<file path="config.mk">
export PLATFORM = sky130hd
export DESIGN_NAME = uart_tx_engine
export DESIGN_NICKNAME = d
export VERILOG_FILES = /design/src/rtl/uart_tx_engine.sv
export SDC_FILE = /design/constraint.sdc
export NUM_CORES = 1
export LEC_CHECK = 0
export CAP_MARGIN = 10
export CORE_MARGIN = 2
export CORE_UTILIZATION = 55
export DETAILED_ROUTE_END_ITERATION = 16
export PLACE_DENSITY = 0.77
export SYNTH_ARGS = -nofsm -noshare
export SYNTH_HDL_FRONTEND = slang
export SYNTH_SLANG_ARGS = --single-unit
</file>
<file path="constraint.sdc">
create_clock -name CLOCK -period 5.5 [get_ports CLOCK]
set_input_delay 1.1 -clock CLOCK [delete_from_list [all_inputs] [get_ports CLOCK]]
set_output_delay 1.1 -clock CLOCK [all_outputs]
set_load 0.01 [all_outputs]
</file>
<file path="src/rtl/uart_tx_engine.sv">
// UART transmitter: one-hot control FSM, LSB-first shift datapath and baud divider,
// with a single holding register so the next byte can be queued while a frame shifts out.
module uart_tx_engine #(
    parameter int DATA_BITS    = 8,
    parameter int PARITY_MODE  = 0,
    parameter int STOP_BITS    = 1,
    parameter int CLKS_PER_BIT = 16
) (
    input  logic                 CLOCK,
    input  logic                 RESET,
    input  logic [DATA_BITS-1:0] DATA_IN,
    input  logic                 TX_VALID,
    output logic                 TX_READY,
    output logic                 SERIAL_OUT,
    output logic                 BUSY,
    output logic                 TX_DONE
);

    localparam bit HAS_PARITY = (PARITY_MODE == 1) || (PARITY_MODE == 2);
    localparam bit ODD_PARITY = (PARITY_MODE == 2);
    localparam int BAUD_W     = $clog2(CLKS_PER_BIT);
    localparam int BIT_W      = $clog2(DATA_BITS);

    localparam logic [BAUD_W-1:0] BAUD_LAST = BAUD_W'(CLKS_PER_BIT - 1);
    localparam logic [BIT_W-1:0]  DATA_LAST = BIT_W'(DATA_BITS - 1);
    localparam logic [BIT_W-1:0]  STOP_LAST = BIT_W'(STOP_BITS - 1);

    if ((DATA_BITS < 5) || (DATA_BITS > 9)) begin : g_bad_data_bits
        $error("uart_tx_engine: DATA_BITS must be 5..9");
    end
    if ((STOP_BITS != 1) && (STOP_BITS != 2)) begin : g_bad_stop_bits
        $error("uart_tx_engine: STOP_BITS must be 1 or 2");
    end
    if (CLKS_PER_BIT < 2) begin : g_bad_clks
        $error("uart_tx_engine: CLKS_PER_BIT must be >= 2");
    end
    if ((PARITY_MODE < 0) || (PARITY_MODE > 3)) begin : g_bad_parity
        $error("uart_tx_engine: PARITY_MODE must be 0..3");
    end

    typedef enum logic [4:0] {
        S_IDLE   = 5'b00001,
        S_START  = 5'b00010,
        S_DATA   = 5'b00100,
        S_PARITY = 5'b01000,
        S_STOP   = 5'b10000
    } state_t;

    state_t                r_state;
    state_t                w_state_next;
    logic [DATA_BITS-1:0]  r_hold_data;
    logic                  r_hold_full;
    logic [DATA_BITS-1:0]  r_shift;
    logic [DATA_BITS-1:0]  w_shift_next;
    logic                  r_parity;
    logic [BAUD_W-1:0]     r_baud;
    logic [BIT_W-1:0]      r_bit;
    logic                  r_serial;
    logic                  w_serial_next;
    logic                  w_bit_end;
    logic                  w_accept;
    logic                  w_load;

    assign w_bit_end = (r_baud == BAUD_LAST);
    assign w_accept  = TX_VALID && !r_hold_full;

    always_ff @(posedge CLOCK or negedge RESET) begin
        if (!RESET) begin
            r_state <= S_IDLE;
        end else begin
            r_state <= w_state_next;
        end
    end

    always_comb begin
        w_state_next = r_state;
        w_load       = 1'b0;
        unique case (r_state)
            S_IDLE: begin
                if (r_hold_full) begin
                    w_state_next = S_START;
                    w_load       = 1'b1;
                end
            end
            S_START: begin
                if (w_bit_end) begin
                    w_state_next = S_DATA;
                end
            end
            S_DATA: begin
                if (w_bit_end && (r_bit == DATA_LAST)) begin
                    w_state_next = HAS_PARITY ? S_PARITY : S_STOP;
                end
            end
            S_PARITY: begin
                if (w_bit_end) begin
                    w_state_next = S_STOP;
                end
            end
            S_STOP: begin
                // A queued byte chains straight into the next start bit.
                if (w_bit_end && (r_bit == STOP_LAST)) begin
                    if (r_hold_full) begin
                        w_state_next = S_START;
                        w_load       = 1'b1;
                    end else begin
                        w_state_next = S_IDLE;
                    end
                end
            end
            default: begin
                w_state_next = S_IDLE;
            end
        endcase
    end

    always_comb begin
        w_shift_next = r_shift;
        if (w_load) begin
            w_shift_next = r_hold_data;
        end else if ((r_state == S_DATA) && w_bit_end) begin
            w_shift_next = {1'b0, r_shift[DATA_BITS-1:1]};
        end

        // The line is registered, so it is driven from the state being entered.
        unique case (w_state_next)
            S_START:  w_serial_next = 1'b0;
            S_DATA:   w_serial_next = w_shift_next[0];
            S_PARITY: w_serial_next = r_parity;
            default:  w_serial_next = 1'b1;
        endcase

        BUSY    = (r_state != S_IDLE);
        TX_DONE = (r_state == S_STOP) && w_bit_end && (r_bit == STOP_LAST);
    end

    always_ff @(posedge CLOCK or negedge RESET) begin
        if (!RESET) begin
            r_hold_data <= '0;
            r_hold_full <= 1'b0;
            r_shift     <= '0;
            r_parity    <= 1'b0;
            r_baud      <= '0;
            r_bit       <= '0;
            r_serial    <= 1'b1;
        end else begin
            if (w_accept) begin
                r_hold_data <= DATA_IN;
                r_hold_full <= 1'b1;
            end else if (w_load) begin
                r_hold_full <= 1'b0;
            end

            r_shift  <= w_shift_next;
            r_serial <= w_serial_next;

            if (w_load) begin
                r_parity <= (^r_hold_data) ^ ODD_PARITY;
            end

            if ((r_state == S_IDLE) || w_bit_end) begin
                r_baud <= '0;
            end else begin
                r_baud <= r_baud + 1'b1;
            end

            if (w_state_next != r_state) begin
                r_bit <= '0;
            end else if (w_bit_end && ((r_state == S_DATA) || (r_state == S_STOP))) begin
                r_bit <= r_bit + 1'b1;
            end
        end
    end

    assign TX_READY   = ~r_hold_full;
    assign SERIAL_OUT = r_serial;

endmodule

</file>
# Yosys cells after proc, flatten, opt, wreduce, memory -nomap -nowiden
# Index checks and enable logic that the tools add are counted.
[totals]
elab_cells = 57
out_inout_bits = 4
register_bits = 31
in_bits = 11
mem_bits_ro = 0
mem_count = 0
latchBits = 0
ramBits = 0
[classes]
add_sub_neg = 2
multipliers = 0
n_eq_ne = 12
magnitude_cmp = 0
n_div = 0
n_reduce_logical = 15
n_shift = 0
n_mux = 18
n_bitwise = 1
[ops]
columns = ["op", "count"]
rows = [
  ["two-way mux 5 bit", 5],
  ["one-hot mux 5 bit (5 select lines)", 1],
  ["two-way mux 8 bit", 2],
  ["== test 5 x 2 -> 1 bit (second input constant)", 2],
  ["== test 5 x 3 -> 1 bit (second input constant)", 2],
  ["== test 5 x 4 -> 1 bit (second input constant)", 2],
  ["parity 8 bit", 1],
  ["logical AND 1 bit", 7],
  ["two-way mux 3 bit", 2],
  ["nonzero test 2 bit", 3],
  ["== test 5 x 1 -> 1 bit (second input constant)", 1],
  ["== test 5 bit (second input constant)", 1],
  ["!= test 5 x 1 -> 1 bit (second input constant)", 1],
  ["!= test 5 bit", 1],
  ["adder 4 x 1 -> 4 bit (second input constant)", 1],
  ["== test 4 bit (second input constant)", 1],
  ["two-way mux 1 bit", 4],
  ["two-way mux 4 bit", 1],
  ["adder 3 x 1 -> 3 bit (second input constant)", 1],
  ["== test 3 bit (second input constant)", 1],
  ["zero test 3 bit", 1],
  ["one-hot mux 1 bit (3 select lines)", 1],
  ["logical OR 1 bit", 2],
  ["two-way mux 2 bit", 1],
  ["3 further kinds", 3],
]

# Logic depth before layout (Yosys ltp)
[logic_depth]
ltp_word = 6
mapped_depth = 7
depth_no_buf = 6

# Worst setup path after synthesis
# No wires, ideal clock.
[synth_path]
path_type = "register -> output"
startpoint = "register r_state[2]"
endpoint = "output port TX_DONE"
arrival_time_ns = 1.495
slack_ns = 2.905
required_time_ns = 4.400
path_stages_with_launch = 5
cell_sequence = "dfrtp_1 buf_6 or3_4 buf_6 nor4b_1"
[synth_between]
elab_chain_len = 3
[synth_lines]
columns = ["element", "line_no", "text"]
rows = [
  ["start, declared", "49", "state_t r_state;"],
  ["start signal, assigned", "71", "r_state <= w_state_next;"],
  ["== test 5 bit", "134", "TX_DONE = (r_state == S_STOP) && w_bit_end && (r_bit == STOP_LAST);"],
  ["logical AND 1 bit (2 in a row)", "134", ""],
  ["end, declared", "16", "output logic TX_DONE"],
]
# Every way passes these cells.

# Worst setup path in the final report
[layout_path]
startpoint = "register r_baud[0]"
endpoint = "output port TX_DONE"
[layout_between]
elab_chain_len = 3
[layout_lines]
columns = ["element", "line_no", "text"]
rows = [
  ["start, declared", "56", "logic [BAUD_W-1:0] r_baud;"],
  ["start signal, assigned", "164", "r_baud <= r_baud + 1'b1;"],
  ["== test 4 bit", "64", "assign w_bit_end = (r_baud == BAUD_LAST);"],
  ["logical AND 1 bit (2 in a row)", "134", ""],
]
# Every way passes these cells.

==> results.sh <==
export IMPL_nNetsFinal=182
export IMPL_via_count=1202
export IMPL_fp_dieW_um=58.7
export IMPL_failed_checks="DRC"
export IMPL_yosys_warnings=0
export IMPL_cts_root_buffer="sky130_fd_sc_hd__clkbuf_4"
export IMPL_final_hold_viol_count=0
export IMPL_postRouteAntennaNets=0
export IMPL_synthesis_instances=150
export IMPL_grt_max_degree=32
export IMPL_placementRows=19
export IMPL_cts_path_max_buffers=2
export IMPL_routed_wire_length_um=3170
export IMPL_outcome="complete, but fails checks"
export IMPL_cts_resized_gates=0
export IMPL_iter_0_drt_violations=58
export IMPL_h_tree_depth=2
export IMPL_postPlaceCellArea_sq_um=1790
export IMPL_synth_edf_count=0
export IMPL_wire_per_inst_um=15.9
export IMPL_drt_first_pass_iters=10
export IMPL_final_design_area_no_fill_sq_um=1870
export IMPL_gr_total_overflow=0
export IMPL_cpMaxStageDelayCell="sky130_fd_sc_hd__clkdlybuf4s50_1"
export IMPL_ios=15
export IMPL_number_of_buffers_created_by_cts=5
export IMPL_post_cts_repair_setup_buffers=0
export IMPL_period_utilization_post_route_pct=62.8
export IMPL_globalRouteTotalUtil_pct=20.5
export IMPL_synth_ff_type="sky130_fd_sc_hd__dfrtp_1"
export IMPL_synth_seq_cells=31
export IMPL_first_global_vias=1184
export IMPL_die_height_um=58.7
export IMPL_mapped_nets=165
export IMPL_max_vdd_ir_drop_mv=0.338
export IMPL_synth_async_reset_ratio_pct=100
export IMPL_min_delay_path_class="flip-flop to flip-flop"
export IMPL_slew_of_the_pin_with_the_lowest_slew_margin_ps=798
export IMPL_power_density_nw_per_um2=515
export IMPL_clock_sink_count=31
export IMPL_gp_routability_congestion=0.846
export IMPL_clock_skew_ps=3.55
export IMPL_fp_dieArea_sq_um=3450
export IMPL_synth_lib_cells_used_distinct=42
export IMPL_final_period_minus_worst_setup_slack_ps=3460
export IMPL_crit_path_start_kind="flip-flop"
export IMPL_clkLatencyLatePin_ps=330
export IMPL_post_synth_cell_area_avg_sq_um=11.0
export IMPL_fmaxAchievable_ghz=0.289
export IMPL_clkSlewWorstSetupHoldPaths_ps=100
export IMPL_antenna_violations_before_repair=0
export IMPL_route_detailed_drc=1
export IMPL_drv_slew=0
export IMPL_cts_tree="done"
export IMPL_tns_ps=0
export IMPL_worst_setup_path_type="flip-flop to output pin"
export IMPL_nFillCells=219
export IMPL_path_max_fanout=8
export IMPL_max_stage_delay_ps=650
export IMPL_worst_ep_required_time_ps=4400
export IMPL_drive_above_1_share_pct=19.0
export IMPL_start_util_pct=58.7
export IMPL_core_area_sq_um=2810
export IMPL_worst_endpoint_arrival_ps=2360
export IMPL_flow_area_growth_from_synthesis_pct=13.2
export IMPL_rsz0062_at_grt="false"
export IMPL_cellLeakagePower_nw=0.780
export IMPL_n_antenna_cell=0
export IMPL_finalCoreUtilization_pct=66.5
export IMPL_numPortBuffers=14
export IMPL_setup_violations_final=0
export IMPL_viasPerCell=6.04
export IMPL_hpwlAfterDp_um=2180
export IMPL_mappedNetlistArea_sq_um=1650
export IMPL_setup_worst_path_end_class="output pin"
export IMPL_maxCapViolCount=0
export IMPL_path_cells="ha_1 > nand3_1 > nor4b_1 > clkdlybuf4s50_1"
export IMPL_seq_area_frac_synth_pct=47.2
export IMPL_headroom_to_the_max_slew_limit_pct=46.7
export IMPL_grt_pass1_wl_um=5350
export IMPL_cts_hold_buffers=0
cell type report:
type                            instances  area (sq um)  area share (%)
Timing Repair Buffer                   15           148            7.91
Inverter                                6          22.5            1.21
Clock buffer                            7          65.1            3.49
Tap cell                               31          38.8            2.08
Multi-Input combinational cell        108           806            43.2
Clock inverter                          1          7.51           0.402
Sequential cell                        31           778            41.7
power by group:
group | internal [W] | total, W | switching [W] | leakage (nW)
Clock | 0.0000747 | 0.000154 | 0.0000789 | 0.0375
Sequential | 0.000323 | 0.000394 | 0.0000711 | 0.385
Combinational | 0.000222 | 0.000414 | 0.000191 | 0.357
Yosys cell counts (2+ instances only):
master,number,area share (%)
sky130_fd_sc_hd__nor4_1,3,1.1
sky130_fd_sc_hd__inv_1,6,1.4
sky130_fd_sc_hd__o21ai_0,7,2.1
sky130_fd_sc_hd__and2_1,6,2.3
sky130_fd_sc_hd__ha_1,4,3.0
sky130_fd_sc_hd__nand2_1,4,0.91
sky130_fd_sc_hd__clkbuf_1,2,0.46
sky130_fd_sc_hd__a21oi_1,7,2.1
sky130_fd_sc_hd__mux2_2,8,5.5
sky130_fd_sc_hd__nor3_1,6,1.8
sky130_fd_sc_hd__and3_1,2,0.76
sky130_fd_sc_hd__nor3_2,2,1.2
sky130_fd_sc_hd__nor2_1,9,2.0
sky130_fd_sc_hd__a221o_1,6,3.6
sky130_fd_sc_hd__nand3_1,5,1.5
sky130_fd_sc_hd__nor2b_1,4,1.5
sky130_fd_sc_hd__or3_4,2,1.4
sky130_fd_sc_hd__or2_2,4,1.5
sky130_fd_sc_hd__dfrtp_1,29,44
sky130_fd_sc_hd__buf_6,3,2.0
sky130_fd_sc_hd__mux2i_1,2,1.2
sky130_fd_sc_hd__xnor2_1,8,4.3
sky130_fd_sc_hd__dfstp_2,2,3.2
registers in the layout, indices dropped and copies added, names as in the netlist:
name	flops
r_state	5
r_hold_full	1
SERIAL_OUT	1
r_hold_data	8
r_parity	1
r_bit	3
r_baud	4
r_shift	8
layer usage:
metal	share of wire [%]	wire, um	global-route usage (%)	up-vias
met5	0	0	0	-
li1	-	-	-	570
met3	6.2	196	5.93	8
met2	48	1520	30.8	38
met4	1.5	46	7.14	0
met1	44	1410	28.6	586
cell usage in the layout (no fill, tap or decap), types with 2 or more instances in the layout:
master	instances
sky130_fd_sc_hd__ha_1	4
sky130_fd_sc_hd__inv_1	6
sky130_fd_sc_hd__nand3_1	5
sky130_fd_sc_hd__a21oi_1	7
sky130_fd_sc_hd__dfrtp_1	29
sky130_fd_sc_hd__nand2_1	4
sky130_fd_sc_hd__or2_2	4
sky130_fd_sc_hd__dfstp_2	2
sky130_fd_sc_hd__clkdlybuf4s50_1	14
sky130_fd_sc_hd__o21ai_0	7
sky130_fd_sc_hd__or3_4	2
sky130_fd_sc_hd__nor3_1	6
sky130_fd_sc_hd__xnor2_1	8
sky130_fd_sc_hd__nor3_2	2
sky130_fd_sc_hd__and3_1	2
sky130_fd_sc_hd__mux2_2	8
sky130_fd_sc_hd__clkbuf_4	5
sky130_fd_sc_hd__mux2i_1	2
sky130_fd_sc_hd__nor4_1	3
sky130_fd_sc_hd__nor2b_1	4
sky130_fd_sc_hd__nor2_1	9
sky130_fd_sc_hd__a221o_1	6
sky130_fd_sc_hd__and2_1	6
sky130_fd_sc_hd__clkbuf_8	2
cells by family (layout without fill, tap and decap cells):
group | count (synthesis) | in the layout | share of synthesized area [%]
and+or+nand+nor | 57 | 57 | 22.1
DFF | 31 | 31 | 47.2
AOI/OAI and AO/OA | 27 | 27 | 11.7
buffers and inverters | 11 | 29 | 3.87
muxes | 10 | 10 | 6.68
xor gates and xnor gates | 9 | 9 | 4.78
adders and majority gates | 5 | 5 | 3.64
worst max-delay path: cells and delay by family, from the launching register on:
family | cells | cell delay (ps)
simple gates | 2 | 790
buf+inv | 1 | 650
flops | 1 | 380
fa+ha+maj | 1 | 210
final timing paths:
kind                                            from                endpoint  slack, ps  cells after the start
worst max register to register  r_state[0]$_DFF_PN1_  r_shift[7]$_DFFE_PN0P_       3340                      4
worst min-delay path             r_baud[0]$_DFF_PN0_     r_baud[0]$_DFF_PN0_        470                      1
max in group asynchronous                      RESET    r_state[0]$_DFF_PN1_       4030                      2
min in group asynchronous                      RESET    r_state[4]$_DFF_PN0_       1150                      2
worst max-delay path             r_baud[0]$_DFF_PN0_                 TX_DONE       2040                      4
worst min register to register   r_baud[0]$_DFF_PN0_     r_baud[0]$_DFF_PN0_        470                      1
through the flow:
stage	hold WS (ps)	power, W	setup slack [ps]	cells
finish	469	0.000962	2040	199
global route	493	0.00103	1840	199
CTS	471	0.000966	2040	199
detailed placement	457	0.000809	2410	191
global placement	441	0.000794	2550	191
floorplan	430	0.000720	2900	150
Power figures use the tool's default switching activity.
